===== src/rtl/multiplier_control_if.sv =====
// Control bus between the add/shift multiplier datapath and its sequencer.
// The sequencer takes the slave view; the datapath (or a bench) takes the master view.
interface multiplier_control_if #(
  parameter int N = 8
);
  localparam int CW = $clog2(N) + 1;

  logic          Run;
  logic          ClearA_LoadB;
  logic          M;
  logic          LdB;
  logic          ClrAX;
  logic          Add_En;
  logic          Sub_En;
  logic          Shift_En;
  logic          Busy;
  logic          Done;
  logic [CW-1:0] Count;

  modport master (
    output Run, ClearA_LoadB, M,
    input  LdB, ClrAX, Add_En, Sub_En, Shift_En, Busy, Done, Count
  );

  modport slave (
    input  Run, ClearA_LoadB, M,
    output LdB, ClrAX, Add_En, Sub_En, Shift_En, Busy, Done, Count
  );
endinterface


===== src/rtl/multiplier_control.sv =====
// Sequencer for a signed (Booth-style sign-corrected) add/shift multiplier over X:A:B.
// Optional macro MULT_CTRL_SKIP_ADD_EN folds the shift into ADD when M=0.
module multiplier_control #(
  parameter int N = 8
) (
  input  logic                  Clk,
  input  logic                  Reset_n,
  multiplier_control_if.slave   ctrl_if
);
  localparam int            CW   = $clog2(N) + 1;
  localparam logic [CW-1:0] LAST = CW'(N - 1);

  typedef enum logic [2:0] {
    IDLE,
    LOAD,
    CLRA,
    ADD,
    SHIFT,
    DONE
  } state_t;

  state_t        state_q;
  logic [CW-1:0] count_q;
  logic          run_q;
  logic          start;
  logic          in_add;
  logic          last_iter;

  assign start     = ctrl_if.Run & ~run_q;
  assign in_add    = (state_q == ADD);
  assign last_iter = (count_q == LAST);

  // run_q resets high so a Run held through reset cannot look like a rising edge.
  always_ff @(posedge Clk or negedge Reset_n) begin
    if (!Reset_n) begin
      state_q <= IDLE;
      count_q <= '0;
      run_q   <= 1'b1;
    end else begin
      run_q <= ctrl_if.Run;
      case (state_q)
        IDLE: begin
          if (start)                     state_q <= CLRA;
          else if (ctrl_if.ClearA_LoadB) state_q <= LOAD;
        end
        LOAD: state_q <= IDLE;
        CLRA: begin
          count_q <= '0;
          state_q <= ADD;
        end
        ADD: begin
`ifdef MULT_CTRL_SKIP_ADD_EN
          if (!ctrl_if.M) begin
            if (last_iter) begin
              state_q <= DONE;
            end else begin
              count_q <= count_q + 1'b1;
              state_q <= ADD;
            end
          end else begin
            state_q <= SHIFT;
          end
`else
          state_q <= SHIFT;
`endif
        end
        SHIFT: begin
          if (last_iter) begin
            state_q <= DONE;
          end else begin
            count_q <= count_q + 1'b1;
            state_q <= ADD;
          end
        end
        DONE: begin
          if (!ctrl_if.Run) state_q <= IDLE;
        end
        default: state_q <= IDLE;
      endcase
    end
  end

  // Outputs are decoded from the state register; only ADD also looks at the B shift-out bit.
  assign ctrl_if.LdB    = (state_q == LOAD);
  assign ctrl_if.ClrAX  = (state_q == LOAD) || (state_q == CLRA);
  assign ctrl_if.Add_En = in_add && ctrl_if.M && !last_iter;
  assign ctrl_if.Sub_En = in_add && ctrl_if.M && last_iter;
`ifdef MULT_CTRL_SKIP_ADD_EN
  assign ctrl_if.Shift_En = (state_q == SHIFT) || (in_add && !ctrl_if.M);
`else
  assign ctrl_if.Shift_En = (state_q == SHIFT);
`endif
  assign ctrl_if.Busy   = (state_q == CLRA) || in_add || (state_q == SHIFT);
  assign ctrl_if.Done   = (state_q == DONE);
  assign ctrl_if.Count  = count_q;
endmodule


===== src/flat_wrapper.sv =====
// flat-port wrapper written by rule: the top's interface ports become plain ports
module multiplier_control_flat 
#(
  parameter int N = 8
)
  (Clk, Reset_n, ctrl_if_Run, ctrl_if_ClearA_LoadB, ctrl_if_M, ctrl_if_LdB, ctrl_if_ClrAX, ctrl_if_Add_En, ctrl_if_Sub_En, ctrl_if_Shift_En, ctrl_if_Busy, ctrl_if_Done, ctrl_if_Count);
  multiplier_control_if #(.N(N)) ctrl_if_i ();
  input  logic Clk;
  input  logic Reset_n;
  input wire logic [$bits(ctrl_if_i.Run)-1:0] ctrl_if_Run;
  input wire logic [$bits(ctrl_if_i.ClearA_LoadB)-1:0] ctrl_if_ClearA_LoadB;
  input wire logic [$bits(ctrl_if_i.M)-1:0] ctrl_if_M;
  output wire logic [$bits(ctrl_if_i.LdB)-1:0] ctrl_if_LdB;
  output wire logic [$bits(ctrl_if_i.ClrAX)-1:0] ctrl_if_ClrAX;
  output wire logic [$bits(ctrl_if_i.Add_En)-1:0] ctrl_if_Add_En;
  output wire logic [$bits(ctrl_if_i.Sub_En)-1:0] ctrl_if_Sub_En;
  output wire logic [$bits(ctrl_if_i.Shift_En)-1:0] ctrl_if_Shift_En;
  output wire logic [$bits(ctrl_if_i.Busy)-1:0] ctrl_if_Busy;
  output wire logic [$bits(ctrl_if_i.Done)-1:0] ctrl_if_Done;
  output wire logic [$bits(ctrl_if_i.Count)-1:0] ctrl_if_Count;
  assign ctrl_if_i.Run = ctrl_if_Run;
  assign ctrl_if_i.ClearA_LoadB = ctrl_if_ClearA_LoadB;
  assign ctrl_if_i.M = ctrl_if_M;
  assign ctrl_if_LdB = ctrl_if_i.LdB;
  assign ctrl_if_ClrAX = ctrl_if_i.ClrAX;
  assign ctrl_if_Add_En = ctrl_if_i.Add_En;
  assign ctrl_if_Sub_En = ctrl_if_i.Sub_En;
  assign ctrl_if_Shift_En = ctrl_if_i.Shift_En;
  assign ctrl_if_Busy = ctrl_if_i.Busy;
  assign ctrl_if_Done = ctrl_if_i.Done;
  assign ctrl_if_Count = ctrl_if_i.Count;
  multiplier_control #(.N(N)) u_core (.Clk(Clk), .Reset_n(Reset_n), .ctrl_if(ctrl_if_i));
endmodule

===== config.mk =====
export PLATFORM = sky130hd
export DESIGN_NAME = multiplier_control_flat
export DESIGN_NICKNAME = d
export VERILOG_FILES = /design/src/rtl/multiplier_control_if.sv /design/src/rtl/multiplier_control.sv /design/src/flat_wrapper.sv
export SDC_FILE = /design/constraint.sdc
export NUM_CORES = 1
export LEC_CHECK = 0
export ABC_AREA = 1
export CORE_MARGIN = 1
export CORE_UTILIZATION = 25
export DETAILED_ROUTE_END_ITERATION = 12
export PLACE_DENSITY = 0.51
export SETUP_SLACK_MARGIN = 0.3
export SYNTH_ARGS = -nofsm -noshare
export SYNTH_HDL_FRONTEND = slang
export SYNTH_SLANG_ARGS = --single-unit

===== constraint.sdc =====
create_clock -name Clk -period 2.85 [get_ports Clk]
set_clock_uncertainty 0.2 [all_clocks]
set_input_delay 0.4275 -clock Clk [delete_from_list [all_inputs] [get_ports Clk]]
set_output_delay 0.4275 -clock Clk [all_outputs]
set_load 0.05 [all_outputs]

==> results.md, run 1 <==
* Routed wire length at about 1000 um
* Io pins at 16
* H-tree levels at 1
* Critical Path RT at 2220 ps
* Unrepaired setup endpoints after global routing: no
* Vias in the first global route at about 370
* Final non-filler cell total at ~110
* CTS Hold Bufs at 0
* Via count at approximately 430
* Core ar. at 1750 sq um
* TritonCTS clock tree: built
* Period utilization at 0.843
* Initial DRC Count at 7
* Worst-case reg-to-reg path depth at 7
* Mean routed wirelength per cell at a little under 10 um
* Synth Cell Area at 475 sq um
* Max-slew violation count at 0
* Worst Setup End Kind: output port
* Initial Util at 0.272
* Clk buf depth at 2
* Die Width at approximately 46 um
* Vias per cell at about 4.1
* Syn_nets at 68
* DR DRC count at 0
* Static leakage at between 0.3 and 0.4 nW
* Clock period minus worst slack at about 2400 ps
* Die extent in y at 45.6 um
* Initial antenna violation count at 0
* Count of final setup violators at 0
* Worst min path class: in2async
* Syn Inst Count at 62
* Dpl cell area at 652 sq um
* Crit path DAT at 1770 ps
* Post-route ant nets at 0
* Pin count of the biggest net entering global routing at 9
* Critical path type: reg2out
* Setup crit start kind: flip-flop
* Max Cap Viol at 0
* Yosys warnings at 0
* DP Worst Slack at roughly 630 ps
* Layout cell share with drive strength beyond 1 at 0.210
* Num rows at 15
* Root buf cell: clkbuf_4
* Worst-Skew Late Latency at between 200 and 300 ps
* FF+latch count, synth at 8
* Drt first pass iters at 4
* Status: finished clean
* Crit-path max FO at 3
* Antenna diodes at 0
* Slew HR at 0.650
* Total GRT Usage at 0.116
* CTS Sinks at 8
* Num CTS Buffers at 3
* Postcts setup bufs at 0
* Design area at about 690 sq um
* Peak supply drop at ~340 uV
* Worst Tran Pin Value at between 500 and 600 ps
* First-pass GRT wire length at 1590 um
* Top cells by area, synth: dfrtp_1, nand2_1, nor2_1
* Final setup margin at about 450 ps
* Area Growth Syn to Fin at 44.7%
* Final-stage net count at between 80 and 90
* Synth area leader: dfrtp_1
* Synth Area per Inst at roughly 7.7 sq um
* Tot Pwr at between 0.0006 and 0.0007 W
* Final Hold Fails at 0
* Power Dens Cells at between 1000 and 1500 nW/um^2
* Top cell type's share of synthesized area at 0.368
* Yosys cell types at 21
* Clock transition at path regs at approximately 60 ps
* Number of port buffers at 15
* Post-synthesis sequential area ratio at 0.424
* GRT overflow at 0
* Cell count after placement at 102
* Final setup TNS at 0 ps
* Die area at 2080 sq um
* GP Congestion at about 0.76
* Fmax at between 400 and 500 MHz
* Post-DP HPWL at 780 um
critical path, stage by stage, from the launching register on:
cell and delay, ps:
dfrtp_1 420, inv_1 100, nand2_1 90, nor2_1 100
clkdlybuf4s50_1 800
path summary, 6_finish.rpt:
check,slack [ps],from,end
max in group asynchronous,1870,Reset_n,u_core.run_q$_DFF_PN1_
hold / removal,260,Reset_n,u_core.ctrl_if.Count[2]$_DFFE_PN0P_
setup / recovery,450,u_core.state_q[1]$_DFFE_PN0P_,ctrl_if_LdB
hold reg to reg,360,u_core.ctrl_if.Count[1]$_DFFE_PN0P_,u_core.ctrl_if.Count[1]$_DFFE_PN0P_
min in group Clk,360,u_core.ctrl_if.Count[1]$_DFFE_PN0P_,u_core.ctrl_if.Count[1]$_DFFE_PN0P_
setup reg to reg,1360,u_core.ctrl_if.Count[0]$_DFFE_PN0P_,u_core.ctrl_if.Count[0]$_DFFE_PN0P_
flip-flops by register name, indices dropped and copies added, names as in the netlist:
| register | count |
|---|---|
| u_core.run_q | 1 |
| u_core.ctrl_if.Count | 4 |
| u_core.state_q | 3 |
cell type report:
type	instances	area (sq um)
clock buffer	4	26.3
fill	198	1060
inverter	9	33.8
multi-input combinational	45	240
sequential	8	201
tap	25	31.3
timing repair buffer	15	155
power by group:
| part | switching (W) | internal [W] |
|---|---|---|
| registers | 0.0000422 | 0.000142 |
| logic | 0.000278 | 0.000131 |
| clock network | 0.0000422 | 0.0000538 |
kinds of logic after synthesis:
group | count (synthesis) | synth area share
simple gates | 37 | 0.382
buf+inv | 9 | 0.0710
flops | 8 | 0.424
compound gates | 7 | 0.0974
fa+ha+maj | 1 | 0.0263
cells in the final DEF (no fill, tap or decap):
master | netlist | layout
o31ai_1 | 1 | 1
nor2_2 | 2 | 2
nor2_4 | 1 | 1
inv_2 | 1 | 1
clkdlybuf4s50_1 | 0 | 9
dfrtp_1 | 7 | 7
ha_1 | 1 | 1
nand3_2 | 1 | 1
dlymetal6s2s_1 | 0 | 4
nand3_1 | 4 | 4
o21ai_1 | 1 | 1
nand4_1 | 1 | 1
inv_1 | 8 | 8
or2_2 | 1 | 1
nand2_2 | 4 | 4
o21ai_0 | 2 | 2
nand2_1 | 13 | 13
nand3b_1 | 1 | 1
clkbuf_1 | 0 | 1
o211ai_1 | 1 | 1
o21ai_2 | 1 | 1
buf_4 | 0 | 2
o21bai_1 | 1 | 1
clkbuf_4 | 0 | 3
dfstp_2 | 1 | 1
nor2_1 | 9 | 9
timing repair:
action | in CTS | in global routing
endpoints found under the setup margin | 0 | 4
resized for setup | 0 | 4
endpoints found under the hold margin | 0 | 0
metal layers:
layer  up-vias  GRT usage  wire length, um
li1        238          -                -
met1       186      0.150              505
met2         9      0.154              482
met3         0     0.0754               55
met4         0     0.0364                0
met5         -          0                0
synthesized netlist by cell type:
library cell	count
dfrtp_1	7
dfstp_2	1
ha_1	1
inv_1	8
inv_2	1
nand2_1	13
nand2_2	4
nand3_1	4
nand3_2	1
nand3b_1	1
nand4_1	1
nor2_1	9
nor2_2	2
nor2_4	1
o211ai_1	1
o21ai_0	2
o21ai_1	1
o21ai_2	1
o21bai_1	1
o31ai_1	1
or2_2	1
metrics by stage:
step                hold WS [ps]  utilization
global placement             344        0.373
CTS                          277        0.389
global route                 272        0.394
detailed placement           345        0.373
finish                       263        0.394
floorplan                  -68.1            -
No activity file was read; power rests on OpenSTA's default activity.
==> run 2: changes to the inputs <==
Clock period 2.85 ns to 2.4 ns, I/O delays scaled along.
==> results.md, run 2 (same netlist as run 1, synthesis figures left out) <==
* Status: finished clean
* Worst Setup End Kind: output port
* Fmax at a little under 500 MHz
* Core ar. at 1750 sq um
* CTS Sinks at 8
* Clk buf depth at 2
* H-tree levels at 1
* Period utilization at 0.843
* Postcts setup bufs at 0
* Via count at between 400 and 500
* Number of port buffers at 15
* Die area at 2080 sq um
* Crit path DAT at about 1500 ps
* Final setup TNS at 0 ps
* Worst path cell trace: clkdlybuf4s50_1
* RR Startpoint: u_core.ctrl_if.Count[1]$_DFFE_PN0P_
* Initial DRC Count at 5
* GRT overflow at 0
* Pin count of the biggest net entering global routing at 9
* Num rows at 15
* Final core area utilization at 0.400
* Initial Util at 0.272
* Post-CTS Resized at 1
* CP max stage delay at around 820 ps
* GP Congestion at around 0.76
* Routed wire length at 955 um
* Die Width at approximately 46 um
* Filler cells at around 190
* Post-DP HPWL at 763 um
* Setup crit start kind: flip-flop
* Tot Pwr at 0.000819 W
* DR DRC count at 0
* Worst-Skew Late Latency at between 200 and 300 ps
* Area Growth Syn to Fin at 46.8%
* Power Dens Cells at between 1000 and 1500 nW/um^2
* Crit-path max FO at 5
* Worst min path class: in2async
* Worst path bufs/invs at 1
* Vias per cell at just over 4
* Vias in the first global route at 380
* Clock transition at path regs at roughly 60 ps
* Crit-path leading delay family: buffers and inverters
* Clock period minus worst slack at between 2000 and 2500 ps
* TritonCTS clock tree: built
* Initial antenna violation count at 0
* Clock power share at 0.135
* Logic gate share of total power at 0.593
* Critical Path RT at 1840 ps
* Power share of the sequential group at 0.271
* Critical path type: reg2out
* Slew HR at 0.668
* Max Cap Viol at 0
* Sw frac at 0.528
* Final Hold Fails at 0
* Die extent in y at around 46 um
* Most frequent cells in the layout: nand2_1, inv_1, nor2_1, clkdlybuf4s50_1, dfrtp_1
* Max FFs per register at 4
* Layout cell share with drive strength beyond 1 at 0.309
* Worst Tran Pin Value at 498 ps
* Mean routed wirelength per cell at between 9 and 10 um
* Commonest non-fill, non-tap cell in the layout: nand2_1
* CTS Hold Bufs at 0
* Antenna diodes at 0
* Drt first pass iters at 2
* Final-stage net count at 88
* Root buf cell: clkbuf_4
* Unrepaired setup endpoints after global routing: yes
* Post-route ant nets at 0
* Int Pwr at between 0.0003 and 0.0004 W
* Max-slew violation count at 0
* Sw Pwr at between 0.0004 and 0.0005 W
* Critical Path Start: u_core.ctrl_if.Count[1]$_DFFE_PN0P_
* Peak supply drop at 425 uV
* Io pins at 16
* Total GRT Usage at 0.108
* Hold slack at around 180 ps
* Static leakage at ~0.36 nW
* Num CTS Buffers at 3
* First-pass GRT wire length at around 1600 um
* Count of final setup violators at 0
* Slowest cell on crit path: clkdlybuf4s50_1
run 2: power groups by stage:
stage / Clock [W] / Sequential, W / Combinational (W)
finish: 0.000111 / 0.000222 / 0.000486
global route: 0.000124 / 0.000228 / 0.000523
CTS: 0.000118 / 0.000220 / 0.000490
detailed placement: 0 / 0.000222 / 0.000489
global placement: 0 / 0.000223 / 0.000490
floorplan: 0 / 0.000250 / 0.000323
run 2: layout make-up:
class | instances | area, sq um | area share
multi-input cells | 45 | 245 | 0.351
flip-flops and latches | 8 | 203 | 0.290
repair buffers | 15 | 159 | 0.228
inverters | 9 | 33.8 | 0.0484
well taps | 25 | 31.3 | 0.0448
clock buffers | 4 | 26.3 | 0.0376
run 2: routing by layer:
| layer | global-route usage | share of wire |
|---|---|---|
| met1 | 0.139 | 0.50 |
| met2 | 0.151 | 0.46 |
| met3 | 0.0595 | 0.034 |
| met4 | 0.0364 | 0 |
| met5 | 0 | 0 |
run 2: through the flow:
| step | worst slack, ps | instances | cell area, sq um |
|---|---|---|---|
| 6_report | 376 | 106 | 698 |
| 3_3_place_gp | 578 | 102 | 669 |
| 5_1_grt | 257 | 106 | 698 |
| 4_1_cts | 309 | 106 | 694 |
| 2_1_floorplan | 141 | 62 | 480 |
| 3_5_place_dp | 582 | 102 | 669 |
run 2: final timing paths:
| kind | endpoint | slack [ps] | depth (start not counted) |
|---|---|---|---|
| min | u_core.ctrl_if.Count[2]$_DFFE_PN0P_ | 180 | 1 |
| max reg2reg | u_core.ctrl_if.Count[0]$_DFFE_PN0P_ | 960 | 7 |
| max in group asynchronous | u_core.run_q$_DFF_PN1_ | 1490 | 1 |
| max | ctrl_if_Count[1] | 380 | 1 |
| min in group Clk | u_core.ctrl_if.Count[0]$_DFFE_PN0P_ | 310 | 1 |
| min reg2reg | u_core.ctrl_if.Count[0]$_DFFE_PN0P_ | 310 | 1 |
